[config.mk]
export PLATFORM = sky130hd
export DESIGN_NAME = axi_stream_input
export DESIGN_NICKNAME = d
export VERILOG_FILES = /design/src/rtl/axi_stream_input.sv
export SDC_FILE = /design/constraint.sdc
export NUM_CORES = 1
export LEC_CHECK = 0
export BUFFER_PORTS_ARGS = -buffer_cell sky130_fd_sc_hd__clkbuf_2
export CAP_MARGIN = 10
export CORE_MARGIN = 5
export CORE_UTILIZATION = 50
export CTS_BUF_LIST = sky130_fd_sc_hd__clkbuf_8
export DETAILED_ROUTE_END_ITERATION = 10
export GPL_TIMING_DRIVEN = 0
export PLACE_DENSITY = 0.82
export SETUP_SLACK_MARGIN = 0.05
export SLEW_MARGIN = 40
export SYNTH_ARGS = -nofsm -noshare
export SYNTH_HDL_FRONTEND = slang
export SYNTH_SLANG_ARGS = --single-unit
[constraint.sdc]
create_clock -name s_axis_aclk -period 6.4 [get_ports s_axis_aclk]
set_clock_uncertainty 0.1 [all_clocks]
set_input_delay 1.28 -clock s_axis_aclk [delete_from_list [all_inputs] [get_ports s_axis_aclk]]
set_output_delay 1.28 -clock s_axis_aclk [all_outputs]
set_load 0.05 [all_outputs]
[src/rtl/axi_stream_input.sv]
// AXI4-Stream ingress: writes each accepted beat as one SRAM word from a programmable base,
// counting kept int8 elements against an expected size and flagging size/tlast mismatches.
module axi_stream_input #(
  parameter int unsigned DATA_WIDTH     = 8,
  parameter int unsigned SRAM_WIDTH     = 64,
  parameter int unsigned MAX_ADDR_WIDTH = 13,
  localparam int unsigned LANES         = SRAM_WIDTH / DATA_WIDTH
) (
  input  logic                      s_axis_aclk,
  input  logic                      s_axis_aresetn,
  input  logic [SRAM_WIDTH-1:0]     s_axis_tdata,
  input  logic [LANES-1:0]          s_axis_tkeep,
  input  logic                      s_axis_tvalid,
  output logic                      s_axis_tready,
  input  logic                      s_axis_tlast,
  input  logic                      start_input,
  input  logic [MAX_ADDR_WIDTH-1:0] in_size,
  input  logic [MAX_ADDR_WIDTH-1:0] base_addr,
  output logic                      sram_in_en,
  output logic                      sram_in_we,
  output logic [MAX_ADDR_WIDTH-1:0] sram_in_addr,
  output logic [SRAM_WIDTH-1:0]     sram_in_data,
  output logic [MAX_ADDR_WIDTH:0]   elem_count,
  output logic                      input_done,
  output logic                      input_error
);

  localparam int unsigned CntW = MAX_ADDR_WIDTH + 1;

  typedef enum logic [1:0] {StIdle, StRecv, StDone} state_e;

  state_e                    r_state, w_state_next;
  logic                      r_tready, r_done, r_error, r_sram_en;
  logic [MAX_ADDR_WIDTH-1:0] r_size, r_base, r_beat_cnt, r_sram_addr;
  logic [SRAM_WIDTH-1:0]     r_sram_data;
  logic [CntW-1:0]           r_elem_count;

  logic [SRAM_WIDTH-1:0]     w_masked;
  logic [3:0]                w_pop;
  logic [CntW:0]             w_next, w_size_ext;
  logic [CntW-1:0]           w_elem_sat;
  logic                      w_accept, w_ge, w_gt, w_term, w_err;

  always_comb begin
    w_masked = '0;
    w_pop    = '0;
    for (int i = 0; i < int'(LANES); i++) begin
      if (s_axis_tkeep[i]) begin
        w_masked[i*DATA_WIDTH +: DATA_WIDTH] = s_axis_tdata[i*DATA_WIDTH +: DATA_WIDTH];
      end
      w_pop = w_pop + {3'b000, s_axis_tkeep[i]};
    end
  end

  // One extra bit on the running sum so overshoot and saturation are both visible.
  assign w_next     = {1'b0, r_elem_count} + {{(CntW - 3){1'b0}}, w_pop};
  assign w_size_ext = {2'b00, r_size};
  assign w_ge       = (w_next >= w_size_ext);
  assign w_gt       = (w_next > w_size_ext);
  assign w_elem_sat = w_next[CntW] ? '1 : w_next[CntW-1:0];
  assign w_accept   = s_axis_tvalid && r_tready;
  assign w_term     = s_axis_tlast || w_ge;
  assign w_err      = (s_axis_tlast && !w_ge) || (!s_axis_tlast && w_ge) || w_gt;

  always_comb begin
    w_state_next = r_state;
    unique case (r_state)
      StIdle: begin
        if (start_input) begin
          w_state_next = (in_size == '0) ? StDone : StRecv;
        end
      end
      StRecv: begin
        if (w_accept && w_term) begin
          w_state_next = StDone;
        end
      end
      StDone: begin
        if (!start_input) begin
          w_state_next = StIdle;
        end
      end
      default: w_state_next = StIdle;
    endcase
  end

  always_ff @(posedge s_axis_aclk or negedge s_axis_aresetn) begin
    if (!s_axis_aresetn) begin
      r_state <= StIdle;
    end else begin
      r_state <= w_state_next;
    end
  end

  always_ff @(posedge s_axis_aclk or negedge s_axis_aresetn) begin
    if (!s_axis_aresetn) begin
      r_tready     <= 1'b0;
      r_done       <= 1'b0;
      r_error      <= 1'b0;
      r_sram_en    <= 1'b0;
      r_sram_addr  <= '0;
      r_sram_data  <= '0;
      r_size       <= '0;
      r_base       <= '0;
      r_beat_cnt   <= '0;
      r_elem_count <= '0;
    end else begin
      r_tready  <= (w_state_next == StRecv);
      r_done    <= (w_state_next == StDone);
      r_sram_en <= 1'b0;
      if ((r_state == StIdle) && start_input) begin
        r_size       <= in_size;
        r_base       <= base_addr;
        r_beat_cnt   <= '0;
        r_elem_count <= '0;
        r_error      <= 1'b0;
      end
      if (w_accept) begin
        r_sram_en    <= 1'b1;
        r_sram_addr  <= r_base + r_beat_cnt;
        r_sram_data  <= w_masked;
        r_beat_cnt   <= r_beat_cnt + 1'b1;
        r_elem_count <= w_elem_sat;
        if (w_term) begin
          r_error <= w_err;
        end
      end
    end
  end

  assign s_axis_tready = r_tready;
  assign sram_in_en    = r_sram_en;
  assign sram_in_we    = r_sram_en;
  assign sram_in_addr  = r_sram_addr;
  assign sram_in_data  = r_sram_data;
  assign elem_count    = r_elem_count;
  assign input_done    = r_done;
  assign input_error   = r_error;

endmodule

==> results by group <==
Outcome
  – Status: finished clean

CTS
  – Hold Buf Count CTS: 0
  – Htree depth: 4
  – Clock Tree Buf Depth: 2
  – Clock-pin slew on the worst setup and hold paths: 80 ps
  – CTS tree: built
  – CTS root buffer: clkbuf_8
  – CTS buffer count: 17
  – Clk Latency, worst-skew pair: 440 ps
  – Sink Count: 136

Yosys
  – Simple-gate share of the synthesized area: 0.233
  – Primary FF master, synth: dfrtp_1
  – Sequential fraction of the synthesis area: 0.499
  – Post-synthesis cell type count: 53
  – Synth area leader: dfrtp_1
  – Post-synthesis adder-cell area fraction: 0.0782
  – Syn avg cell area: 8.93 sq um
  – Ys async rst share: 1.00
  – Synth Instances: 763
  – Ys Warns: 0
  – Post-synth EDFFs: 0
  – Mapped cell area: 0.00681 sq mm
  – Yosys reg bits: 136
  – Post-synthesis xor/xnor area fraction: 0.0270
  – Largest family of logic cells by synthesized area: simple AND/OR/NAND/NOR gates
  – Top cells by area, synth: dfrtp_1, nand2_1, ha_1
  – Mux cell area share after synthesis: 0.00294
  – Compound-Gate Fraction of Synth Area: 0.117
  – Synth top area share: 0.499
  – Net count after synthesis: 905

Placed design
  – Dpl cell area: 0.00806 sq mm
  – Buffers added on ports: 193
  – DP HPWL: 14000 um
  – Final GP Congestion: 0.884
  – Pre-CTS WS: -159 ps

Routing
  – DR vias: 6263
  – Pre-Repair DR Iteration Count: 5
  – Total wire length: 18600 um
  – Post-route ant nets: 0
  – DRC viols: 0
  – Initial DRC Count: 352
  – Routed WL per cell: 16.0 um
  – Vias per cell: 5.37

Global route
  – Initial antenna violation count: 0
  – Pin count of the biggest net entering global routing: 51
  – Total congestion overflow: 0
  – Global routing usage on met3: 0.0525
  – Met1 Resource Use GR: 0.302
  – M2 GR Usage: 0.377
  – Vias in the first global route: 6048
  – First-pass GRT wire length: 29800 um
  – Total global-route track usage: 0.231
  – Top Usage Layer GRT: met2

Pwr
  – Pwr dens: 552 mW/mm^2
  – LEAKAGE: 4.56 nW
  – Total power: 4.71 mW
  – Peak supply drop: 0.000318 V

Finish
  – Fin area: 0.00853 sq mm
  – Filler cell count: 1132
  – Layout Area Growth over Synthesis: 25.1%
  – Share of layout cells above drive strength 1: 0.251
  – Fin nets: 1119
  – Post-layout util: 0.641
  – Inserted Diodes: 0
  – Commonest non-fill, non-tap cell in the layout: nand2_1
  – Most frequent cells in the layout: nand2_1, clkbuf_2, dfrtp_1

Worst hold path
  – Worst hold path type: reg -> reg
  – Hold Path Depth: 2

STA
  – Final Cycle Share: 0.952
  – Worst-Margin Slew: 656 ps
  – Worst slew margin: 0.561
  – Slew Viols, Final: 0
  – PnR worst setup slack: 306 ps
  – RSZ-0062 raised after global routing: false
  – Setup_tns: 0 ps
  – Max frequency: 164 MHz
  – Final setup viols: 0
  – Min cycle time layout: 6090 ps
  – Final Hold Viols: 0

Floorplanning
  – Die footprint: 0.0161 sq mm
  – DIE WIDTH: 127 um
  – I/O pins: 199
  – Die Height: 127 um
  – # rows: 42
  – Initial core utilization: 0.513
  – Core footprint: 0.0133 sq mm

Setup path
  – CP required: 6620 ps
  – Worst Reg2Reg Path Length in Cells: 21
  – CP Max Fanout: 5
  – Startpoint types: input pin
  – Critical path type: in -> reg
  – Crit path DAT: 6310 ps
  – Nature of the critical path endpoint: register

Run
  – Maxcap violations: 0
[final cells by class]
type                       instances  area (sq um)  share of cell area
inverter                          31           116              0.0136
timing repair buffer             195          1020               0.120
clock inverter                    12           174              0.0204
multi-input combinational        556          3140               0.368
buffer                            40           174              0.0204
sequential                       136          3400               0.399
tap                              176           220              0.0258
clock buffer                      20           275              0.0323
[stage by stage]
step	hold WS (ps)	cells
6_report	368	1166
5_1_grt	394	1166
4_1_cts	372	1166
3_5_place_dp	354	1134
3_3_place_gp	348	1132
2_1_floorplan	352	763
[synthesized netlist by cell type, types with 5 or more instances]
cell / number
fa_1: 6
nand4_1: 7
and3_1: 7
o21ai_1: 5
inv_1: 31
o21ai_0: 56
dfrtp_1: 136
nor2_1: 33
nor3_1: 9
nand2_1: 218
clkbuf_1: 32
xor2_1: 11
ha_1: 33
a211oi_1: 5
xnor2_1: 10
nand3_1: 73
a21oi_1: 25
[timing repair]
action,4_1_cts,5_1_grt
setup endpoints to repair,0,1
resized for setup,0,4
buffers inserted,0,0
[where the power goes]
group | internal, mW | switching, mW | total (mW) | leakage (nW)
Clock | 0.454 | 0.335 | 0.789 | 0.222
Combinational | 0.686 | 1.83 | 2.51 | 2.59
Sequential | 1.20 | 0.215 | 1.41 | 1.75
[registers in the layout (all words and copies together) (netlist names), 2 cells and up]
| register | count |
|---|---|
| elem_count | 14 |
| sram_in_data | 64 |
| r_beat_cnt | 13 |
| r_state | 2 |
| r_base | 13 |
| sram_in_addr | 13 |
| r_size | 13 |
[metal layers]
metal,up-vias,part of all wire
met5,-,0
met4,0,0.027
met3,39,0.064
met2,230,0.49
met1,2980,0.42
li1,3014,-
[cell families after synthesis]
kind of cell | Yosys count
flip-flops | 136
buffers and inverters | 71
AND/OR/NAND/NOR | 365
AO/OA/AOI/OAI | 129
multiplexers | 2
adder cells (fa/ha/maj) | 39
XOR/XNOR | 21
[critical path: stages]
cell	delay, ps
clkbuf_2	110
fa_1	530
inv_1	50
fa_1	450
fa_1	510
fa_1	180
inv_1	50
fa_1	450
a211oi_4	350
or2_2	200
nor2_1	60
xor2_1	160
ha_1	320
nand4_1	180
a211oi_1	290
a21oi_1	90
and3_1	150
a21boi_1	130
ha_1	250
nor2_4	180
nor2_1	70
a22oi_1	140
o21ai_0	110
[path summary, 6_finish.rpt]
check | startpoint | slack, ps | end
min in group asynchronous | s_axis_aresetn | 670 | input_done
min | sram_in_data[25] | 370 | sram_in_data[25]
min reg2reg | sram_in_data[25] | 370 | sram_in_data[25]
max | s_axis_tkeep[0] | 310 | input_error
max in group asynchronous | s_axis_aresetn | 4950 | sram_in_addr[11]
max reg2reg | elem_count[0] | 1360 | input_error
(Power assumes the default switching activity.)
